<file path="src/rtl/aes_pkg.sv">
// Shared types and helpers for the AES data staging path.
`default_nettype none

package aes_pkg;

  localparam int NumStateWords = 4;

  typedef enum logic [0:0] {
    IN_FILL    = 1'b0,
    IN_PRESENT = 1'b1
  } stager_in_e;

  typedef enum logic [0:0] {
    OUT_IDLE  = 1'b0,
    OUT_DRAIN = 1'b1
  } stager_out_e;

  function automatic logic [31:0] aes_bswap32(input logic [31:0] w);
    return {w[7:0], w[15:8], w[23:16], w[31:24]};
  endfunction

endpackage

`default_nettype wire

</file>
<file path="src/rtl/aes_word_unpacker.sv">
// Holds one 128-bit cipher result and streams it out as four words, slot 0 first.
`default_nettype none

module aes_word_unpacker
  import aes_pkg::*;
#(
  parameter int WordWidth = 32,
  parameter bit ByteSwap  = 1'b0
) (
  input  logic                               clk_i,
  input  logic                               rst_ni,
  input  logic                               clear_i,
  input  logic                               load_i,
  input  logic [NumStateWords*WordWidth-1:0] load_data_i,
  output logic                               res_ack_o,
  output logic                               out_word_valid_o,
  input  logic                               out_word_ready_i,
  output logic [1:0]                         out_word_idx_o,
  output logic [WordWidth-1:0]               out_word_o
);

  stager_out_e                        state_q;
  logic [NumStateWords*WordWidth-1:0] buf_q;
  logic [1:0]                         cnt_q;
  logic                               ack_q;
  logic [WordWidth-1:0]               w_slot;

  // A load always wins over clear: a result already completing is kept.
  always_ff @(posedge clk_i or negedge rst_ni) begin
    if (!rst_ni) begin
      state_q <= OUT_IDLE;
      buf_q   <= '0;
      cnt_q   <= 2'd0;
      ack_q   <= 1'b0;
    end else if (load_i) begin
      state_q <= OUT_DRAIN;
      buf_q   <= load_data_i;
      cnt_q   <= 2'd0;
      ack_q   <= 1'b0;
    end else if (clear_i) begin
      state_q <= OUT_IDLE;
      buf_q   <= '0;
      cnt_q   <= 2'd0;
      ack_q   <= 1'b1;
    end else if (state_q == OUT_IDLE) begin
      ack_q <= 1'b1;
    end else if (out_word_ready_i) begin
      cnt_q <= cnt_q + 2'd1;
      if (cnt_q == 2'd3) begin
        state_q <= OUT_IDLE;
        ack_q   <= 1'b1;
      end
    end
  end

  assign w_slot           = buf_q[{cnt_q, 5'd0} +: WordWidth];
  assign out_word_o       = ByteSwap ? aes_bswap32(w_slot) : w_slot;
  assign out_word_idx_o   = cnt_q;
  assign out_word_valid_o = (state_q == OUT_DRAIN);
  assign res_ack_o        = ack_q;

endmodule

`default_nettype wire

</file>
<file path="src/rtl/aes_data_stager.sv">
// Word-to-block staging buffer around the AES cipher core: packs four input
// words into a crypt request and unpacks the result back into four words.
`default_nettype none

module aes_data_stager
  import aes_pkg::*;
#(
  parameter int WordWidth = 32,
  parameter bit ByteSwap  = 1'b0
) (
  input  logic                               clk_i,
  input  logic                               rst_ni,
  input  logic                               clear_i,
  input  logic                               in_word_valid_i,
  output logic                               in_word_ready_o,
  input  logic [1:0]                         in_word_idx_i,
  input  logic [WordWidth-1:0]               in_word_i,
  output logic                               crypt_valid_o,
  input  logic                               crypt_ack_i,
  output logic [NumStateWords*WordWidth-1:0] crypt_data_o,
  input  logic                               res_valid_i,
  output logic                               res_ack_o,
  input  logic [NumStateWords*WordWidth-1:0] res_data_i,
  output logic                               out_word_valid_o,
  input  logic                               out_word_ready_i,
  output logic [1:0]                         out_word_idx_o,
  output logic [WordWidth-1:0]               out_word_o,
  output logic                               pending_o
);

  stager_in_e                         in_state_q;
  logic [NumStateWords-1:0]           mask_q;
  logic [NumStateWords*WordWidth-1:0] in_buf_q;
  logic                               in_ready_q;
  logic                               crypt_valid_q;
  logic                               pending_q, pending_d;
  logic                               discard_q, discard_d;

  logic                               w_res_ack;
  logic                               w_write;
  logic                               w_crypt_xfer;
  logic                               w_res_xfer;
  logic                               w_res_done;
  logic                               w_capture;
  logic [WordWidth-1:0]               w_word;
  logic [NumStateWords-1:0]           w_mask_next;

  assign w_write      = in_word_valid_i && in_ready_q && !clear_i;
  assign w_crypt_xfer = crypt_valid_q && crypt_ack_i;
  assign w_res_xfer   = res_valid_i && w_res_ack;
  // Any result accepted while a block is outstanding retires it; only a
  // non-discarded one is forwarded to the unpacker.
  assign w_res_done   = w_res_xfer && pending_q;
  assign w_capture    = w_res_done && !discard_q;
  assign w_word       = ByteSwap ? aes_bswap32(in_word_i) : in_word_i;
  assign w_mask_next  = mask_q | (4'b0001 << in_word_idx_i);

  always_comb begin
    pending_d = pending_q;
    discard_d = discard_q;
    if (w_res_done) begin
      pending_d = 1'b0;
      discard_d = 1'b0;
    end
    if (w_crypt_xfer) begin
      pending_d = 1'b1;
    end
    if (clear_i && pending_d) begin
      discard_d = 1'b1;
    end
  end

  always_ff @(posedge clk_i or negedge rst_ni) begin
    if (!rst_ni) begin
      in_state_q    <= IN_FILL;
      mask_q        <= '0;
      in_buf_q      <= '0;
      in_ready_q    <= 1'b0;
      crypt_valid_q <= 1'b0;
      pending_q     <= 1'b0;
      discard_q     <= 1'b0;
    end else begin
      pending_q <= pending_d;
      discard_q <= discard_d;
      if (clear_i) begin
        in_state_q    <= IN_FILL;
        mask_q        <= '0;
        in_buf_q      <= '0;
        in_ready_q    <= 1'b1;
        crypt_valid_q <= 1'b0;
      end else if (in_state_q == IN_FILL) begin
        in_ready_q <= 1'b1;
        if (w_write) begin
          in_buf_q[{in_word_idx_i, 5'd0} +: WordWidth] <= w_word;
          mask_q <= w_mask_next;
          if (&w_mask_next) begin
            in_state_q    <= IN_PRESENT;
            in_ready_q    <= 1'b0;
            crypt_valid_q <= !pending_d;
          end
        end
      end else if (w_crypt_xfer) begin
        in_state_q    <= IN_FILL;
        mask_q        <= '0;
        in_ready_q    <= 1'b1;
        crypt_valid_q <= 1'b0;
      end else begin
        // Holds off while the previous block is still in the core.
        crypt_valid_q <= !pending_d;
      end
    end
  end

  aes_word_unpacker #(
    .WordWidth (WordWidth),
    .ByteSwap  (ByteSwap)
  ) u_unpacker (
    .clk_i            (clk_i),
    .rst_ni           (rst_ni),
    .clear_i          (clear_i),
    .load_i           (w_capture),
    .load_data_i      (res_data_i),
    .res_ack_o        (w_res_ack),
    .out_word_valid_o (out_word_valid_o),
    .out_word_ready_i (out_word_ready_i),
    .out_word_idx_o   (out_word_idx_o),
    .out_word_o       (out_word_o)
  );

  assign in_word_ready_o = in_ready_q;
  assign crypt_valid_o   = crypt_valid_q;
  assign crypt_data_o    = in_buf_q;
  assign res_ack_o       = w_res_ack;
  assign pending_o       = pending_q;

endmodule

`default_nettype wire

</file>
<file path="config.mk">
export PLATFORM = sky130hd
export DESIGN_NAME = aes_data_stager
export DESIGN_NICKNAME = d
export VERILOG_FILES = /design/src/rtl/aes_pkg.sv /design/src/rtl/aes_word_unpacker.sv /design/src/rtl/aes_data_stager.sv
export SDC_FILE = /design/constraint.sdc
export NUM_CORES = 1
export LEC_CHECK = 0
export ABC_AREA = 1
export CORE_MARGIN = 4
export CORE_UTILIZATION = 35
export DETAILED_ROUTE_END_ITERATION = 10
export PLACE_DENSITY_LB_ADDON = 0.05
export RECOVER_POWER = 25
export SLEW_MARGIN = 10
export SYNTH_ARGS = -nofsm -noshare
export SYNTH_HDL_FRONTEND = slang
export SYNTH_HIERARCHICAL = 1
export SYNTH_SLANG_ARGS = --single-unit
</file>
<file path="constraint.sdc">
create_clock -name clk_i -period 2.1 [get_ports clk_i]
set_clock_uncertainty 0.05 [all_clocks]
set_input_delay 0.42 -clock clk_i [delete_from_list [all_inputs] [get_ports clk_i]]
set_output_delay 0.42 -clock clk_i [all_outputs]
set_load 0.01 [all_outputs]
</file>
After elaboration in Yosys (flattened, before gate mapping)
Index checks and enable logic that the tools add are counted.
{"block": "classes", "muxes": 43, "reduce_logical": 23, "div_mod_pow": 0, "multipliers": 0, "order_cmp": 0, "n_bitwise": 1, "n_eq_ne": 5, "addsub": 2, "shift": 4}
{"operator": "2-to-1 mux 128 bit", "count": 5}
{"operator": "bitwise mux 128 bit", "count": 1}
{"operator": "variable shift 32 x 9 -> 128 bit, first input constant", "count": 1}
{"operator": "variable part select 128 x 8 -> 32 bit", "count": 1}
{"operator": "variable part select 32 x 9 -> 128 bit", "count": 1}
{"operator": "2-to-1 mux 1 bit", "count": 29}
{"operator": "2-to-1 mux 4 bit", "count": 4}
{"operator": "nonzero test 3 bit", "count": 4}
{"operator": "AND reduction 2 bit", "count": 5}
{"operator": "negation 7 -> 9 bit", "count": 1}
{"operator": "2-to-1 mux 2 bit", "count": 4}
{"operator": "!= test 4 x 3 -> 1 bit, second input constant", "count": 2}
{"operator": "logical AND 1 bit", "count": 7}
{"operator": "nonzero test 2 bit", "count": 3}
{"operator": "bitwise OR 4 bit", "count": 1}
{"operator": "AND reduction 4 bit", "count": 1}
{"operator": "<< shifter 1 x 2 -> 4 bit, first input constant", "count": 1}
{"operator": "zero test 1 bit", "count": 3}
{"operator": "!= test 3 x 2 -> 1 bit, second input constant", "count": 1}
{"operator": "adder 2 x 1 -> 2 bit, second input constant", "count": 1}
{"operator": "== test 2 bit, second input constant", "count": 1}
{"operator": "!= test 2 bit, second input constant", "count": 1}
{"block": "totals", "n_memories": 0, "register_bits": 269, "latch_bits": 0, "elab_cells": 89, "ramBits": 0, "rom_bits": 0, "output_inout_bits": 167}

Logic depth before layout (Yosys ltp)
{"block": "logic_depth", "word_depth": 9, "ltp_mapped": 8}

Cells and area by module
Netlist, hierarchy kept.
{"module": "aes_word_unpacker", "cells_each": 808, "seq_area_each_um2": 3303.2, "n_inst": 1, "area_each_um2": 6249.7}
{"module": "aes_data_stager", "cells_each": 711, "seq_area_each_um2": 3428.3, "n_inst": 1, "area_each_um2": 5926.9}

Worst setup path before layout
OpenSTA, ideal clock, no wires.
{"block": "synth_timing", "path_type": "in2reg", "startpoint": "input port in_word_idx_i[0]", "endpoint": "register in_buf_q[108] (netlist: crypt_data_o[108])", "path_slack_ns": 0.535, "required_time_ns": 1.967, "path_stages": 8, "t_arrival_ns": 1.432, "setup_time_ns": 0.083, "n_path_buf": 1, "path_cell_list": "inv_1 -> ha_1 -> inv_1 -> nand3_1 -> inv_2 -> buf_2 -> nand2_1 -> o21ai_0"}
{"block": "synth_between", "elab_chain_cells": 6, "word_cells_on_any_way": 7, "cone_classes": "add/sub: 1; shift: 2; mux: 4"}
{"item": "start: declaration", "line": "aes_data_stager.sv:16", "text": "input logic [1:0] in_word_idx_i,"}
{"item": "negation 7 -> 9 bit *", "line": "aes_data_stager.sv:94", "text": "in_buf_q[{in_word_idx_i, 5'd0} +: WordWidth] <= w_word;"}
{"item": "variable part select 32 x 9 -> 128 bit / variable shift 32 x 9 -> 128 bit (equally long branches)", "line": "aes_data_stager.sv:94"}
{"item": "bitwise mux 128 bit *", "line": "aes_data_stager.sv:94"}
{"item": "2-to-1 mux 128 bit *", "line": "aes_data_stager.sv:93", "text": "if (w_write) begin"}
{"item": "2-to-1 mux 128 bit *", "line": "aes_data_stager.sv:91", "text": "end else if (in_state_q == IN_FILL) begin"}
{"item": "2-to-1 mux 128 bit *", "line": "aes_data_stager.sv:85", "text": "if (clear_i) begin"}
{"item": "end signal: indexed assignment", "line": "aes_data_stager.sv:94"}
{"item": "end: declaration", "line": "aes_data_stager.sv:33", "text": "logic [NumStateWords*WordWidth-1:0] in_buf_q;"}
Every way passes the cells marked *; elsewhere a longest branch is shown, timed or not. The select of a mux whose other input is x is not followed.
A chain may end at the register's enable or synchronous reset.

Worst setup path in the final report
{"block": "layout_timing", "startpoint": "register u_unpacker.cnt_q[0] (netlist: u_unpacker/out_word_idx_o[0])", "endpoint": "output port out_word_o[13]"}
{"block": "layout_between", "elab_chain_cells": 1}
{"item": "start: declaration", "line": "aes_word_unpacker.sv:24", "text": "logic [1:0] cnt_q;"}
{"item": "start signal: assignment", "line": "aes_word_unpacker.sv:48", "text": "cnt_q <= cnt_q + 2'd1;"}
{"item": "variable part select 128 x 8 -> 32 bit", "line": "aes_word_unpacker.sv:56", "text": "assign w_slot = buf_q[{cnt_q, 5'd0} +: WordWidth];"}
{"item": "end: declaration", "line": "aes_data_stager.sv:27", "text": "output logic [WordWidth-1:0] out_word_o,"}
No other way between the ends.

==> flow_summary.json <==
{
  "criticalPathCategory": "reg -> out",
  "grt_max_degree": 60,
  "ys_seq_elements": 269,
  "h-tree-depth": 1,
  "p_leak_uw": 0.00848,
  "wl_met2_mm": 17.5,
  "yosysTopAreaCell": "dfrtp_1",
  "yosysWarnings": 6,
  "cts_buffers": 31,
  "synth.area.top_cells": "dfrtp_1 55%, nand2_1 18%, o21ai_1 5.5%, inv_1 5.3%, nand3_1 4.8%",
  "syn_inst": 1519,
  "worstPathArrival_ns": 1.78,
  "start_util_pct": 35.3,
  "design.core.area_um2": 34500,
  "port_buffers": 335,
  "fin_cells": 2349,
  "die_h_um": 195,
  "synth.avg_cell_area_um2": 8.02,
  "setup_viol": 32,
  "clk_pin_slew_ns": 0.06,
  "first_iter_violations": 495,
  "synth_common_cells": "600 x nand2_1, 269 x dfrtp_1, 173 x inv_1",
  "tns_ns": -3.36,
  "max_slew_margin_pct": 3.20,
  "tritoncts": "yes",
  "worst_ir_drop_vdd_v": 0.000599,
  "cp_cell_sequence": "inv_8 -> buf_12 -> nand2_1 -> nand3_1 -> nand2_1 -> clkdlybuf4s15_2",
  "cpPeakStageDelay_ns": 0.48,
  "dieArea_um2": 37800,
  "root_buffer": "clkbuf_16",
  "route.vias.total": 10700,
  "drt_wl_total_mm": 39.2,
  "wl_per_cell_um": 16.7,
  "place_inst": 2277,
  "status": "complete, but fails checks",
  "dieWidth_um": 195,
  "grt_util_all_layers_pct": 20.2,
  "cap_violations": 0,
  "cp_max_fo": 7,
  "highest_layer": "met4",
  "crit_path_end_kind": "output pin",
  "grt_pass1_vias": 11000,
  "fin_hold_ws_ns": 0.363,
  "drt-met1-wl_mm": 18.4,
  "crit_path_frequent_cell": "nand2_1",
  "row_count": 68,
  "hpwl_mm": 27.1,
  "grt_overflow_total": 0,
  "wl_met3_mm": 2.82,
  "io_pins": 336,
  "ys_seq_area_share_pct": 55.3,
  "synth_flop_cell": "dfrtp_1",
  "period_share_pct": 107,
  "hold_viol": 0,
  "routed_via_density": 4.57,
  "fillCellCount": 3385,
  "design_area_um2": 17700,
  "clockBufferDepth": 3,
  "max_freq_mhz": 444,
  "drcViolationCount": 0,
  "synth_most_common_cell": "nand2_1",
  "yosys.area.top_type_share_pct": 55.3,
  "ys_types": 23,
  "finalCriticalPeriod_ns": 2.25,
  "drt-pass1-iter-count": 5,
  "drv_slew": 0,
  "fin_ws_ns": -0.153,
  "required_ns": 1.63,
  "antenna_found_initial": 0,
  "antenna_cells": 0,
  "cp-start-kind": "flop",
  "async_reset_ff_share_pct": 100,
  "hold_path_class": "in -> reg",
  "grt_pass1_wl_mm": 63.1,
  "tightestPinTransition_ns": 1.45,
  "clkLatencyLatePin_ns": 0.55,
  "dpl-instance-area_um2": 16300,
  "syn_area_um2": 12200,
  "numClockSinks": 269,
  "fin_nets": 2049,
  "area_delta_synth_final_pct": 45.2,
  "crit_slowest_cell": "dfrtp_2",
  "postRouteAntennaNets": 0,
  "synth_edf_count": 0,
  "violations": "negative setup slack",
  "synth_nets": 1696,
  "finalCoreUtilization_pct": 51.3,
  "place_congestion": 0.820,
  "p_per_area_nw_per_um2": 757,
  "layout-drive-gt1-share_pct": 10.5,
  "rsz0062_at_grt": "yes"
}
## kinds of logic after synthesis
family / after synthesis / synth area share [%]
AND/OR/NAND/NOR: 771 / 25.3
AO/OA/AOI/OAI: 205 / 8.70
adder cells (fa/ha/maj): 8 / 0.822
buffers and inverters: 266 / 9.90
flip-flops: 269 / 55.3
## what timing repair did
action | CTS | global route
cloned | 4 | 2
pin swaps | 6 | 0
resized for setup | 165 | 8
hold buffers | 1 | 0
buffers inserted | 9 | 2
hold endpoints to repair | 46 | 0
endpoints found under the setup margin | 34 | 33
## per-stage QoR
| step | power, uW | worst slack, ns |
|---|---|---|
| final | 13400 | -0.153 |
| after global routing | 14000 | -0.233 |
| after CTS | 13600 | -0.185 |
| after detailed placement | 7820 | -0.101 |
| after global placement | 7820 | -0.0563 |
| after floorplan | 6650 | 0.535 |
## cells in the final DEF, fill, tap and decap left out, types with 2 or more instances in the layout
cell type / Yosys / final
o21ai_0: 64 / 64
nor2_1: 43 / 41
dfrtp_1: 269 / 268
clkdlybuf4s15_2: 0 / 5
nand3_2: 0 / 14
nand2_2: 2 / 11
clkbuf_1: 2 / 5
clkbuf_16: 0 / 33
buf_8: 0 / 3
buf_4: 11 / 34
clkbuf_8: 0 / 9
o21ai_1: 135 / 135
nand3_1: 118 / 104
clkbuf_2: 0 / 3
a21oi_4: 2 / 2
inv_2: 6 / 5
buf_6: 12 / 6
nand2_1: 600 / 590
buf_2: 60 / 20
clkdlybuf4s50_1: 0 / 299
a21oi_2: 2 / 2
buf_16: 0 / 4
nor2_2: 3 / 4
inv_1: 173 / 173
ha_1: 8 / 8
buf_12: 0 / 27
bufinv_16: 0 / 4
clkinv_2: 0 / 5
nand4_1: 3 / 3
## per-layer routing
metal | global-route usage [%] | vias to the layer above
met1 | 29.3 | 4991
met4 | 3.20 | 0
met3 | 5.65 | 39
met2 | 31.0 | 292
li1 | - | 5402
met5 | 0 | -
## final cells by class
class                   instances  area (um^2)  area share, %
repair buffers                407         4270           24.2
clock inverters                10          154          0.871
flip-flops and latches        269         6730           38.1
clock buffers                  45          918           5.19
inverters                     179          679           3.84
multi-input cells             984         4350           24.6
well taps                     455          569           3.22
## where the power goes
group | total [uW] | internal [uW] | switching [uW] | leakage, uW
clock network | 5630 | 3490 | 2140 | 0.000533
registers | 5570 | 5460 | 106 | 0.00370
logic | 2190 | 969 | 1220 | 0.00424
## worst paths after layout
path,cells after the start,slack (ns),start,to
min,3,0.36,res_data_i[107],u_unpacker/buf_q[107]
max in group asynchronous,3,0.26,rst_ni,crypt_data_o[47]
max reg2reg,6,0.54,u_unpacker/out_word_idx_o[0],u_unpacker/out_word_idx_o[1]
min reg2reg,2,0.42,crypt_data_o[4],crypt_data_o[4]
min in group asynchronous,2,0.69,rst_ni,u_unpacker/buf_q[59]
max,6,-0.15,u_unpacker/out_word_idx_o[0],out_word_o[13]
## state kept, by name, indices dropped and copies added (netlist names)
name	count
crypt_data_o	128
crypt_valid_o	1
discard_q	1
in_state_q	1
in_word_ready_o	1
mask_q	4
pending_o	1
u_unpacker/buf_q	128
u_unpacker/out_word_idx_o	2
u_unpacker/out_word_valid_o	1
u_unpacker/res_ack_o	1
## critical path: cells and delay by family, from the launching register on
kind,cells,cell delay (ns)
buffers and inverters,3,0.53
flip-flops,1,0.48
AND/OR/NAND/NOR,3,0.23
No activity file was read; power rests on OpenSTA's default activity.
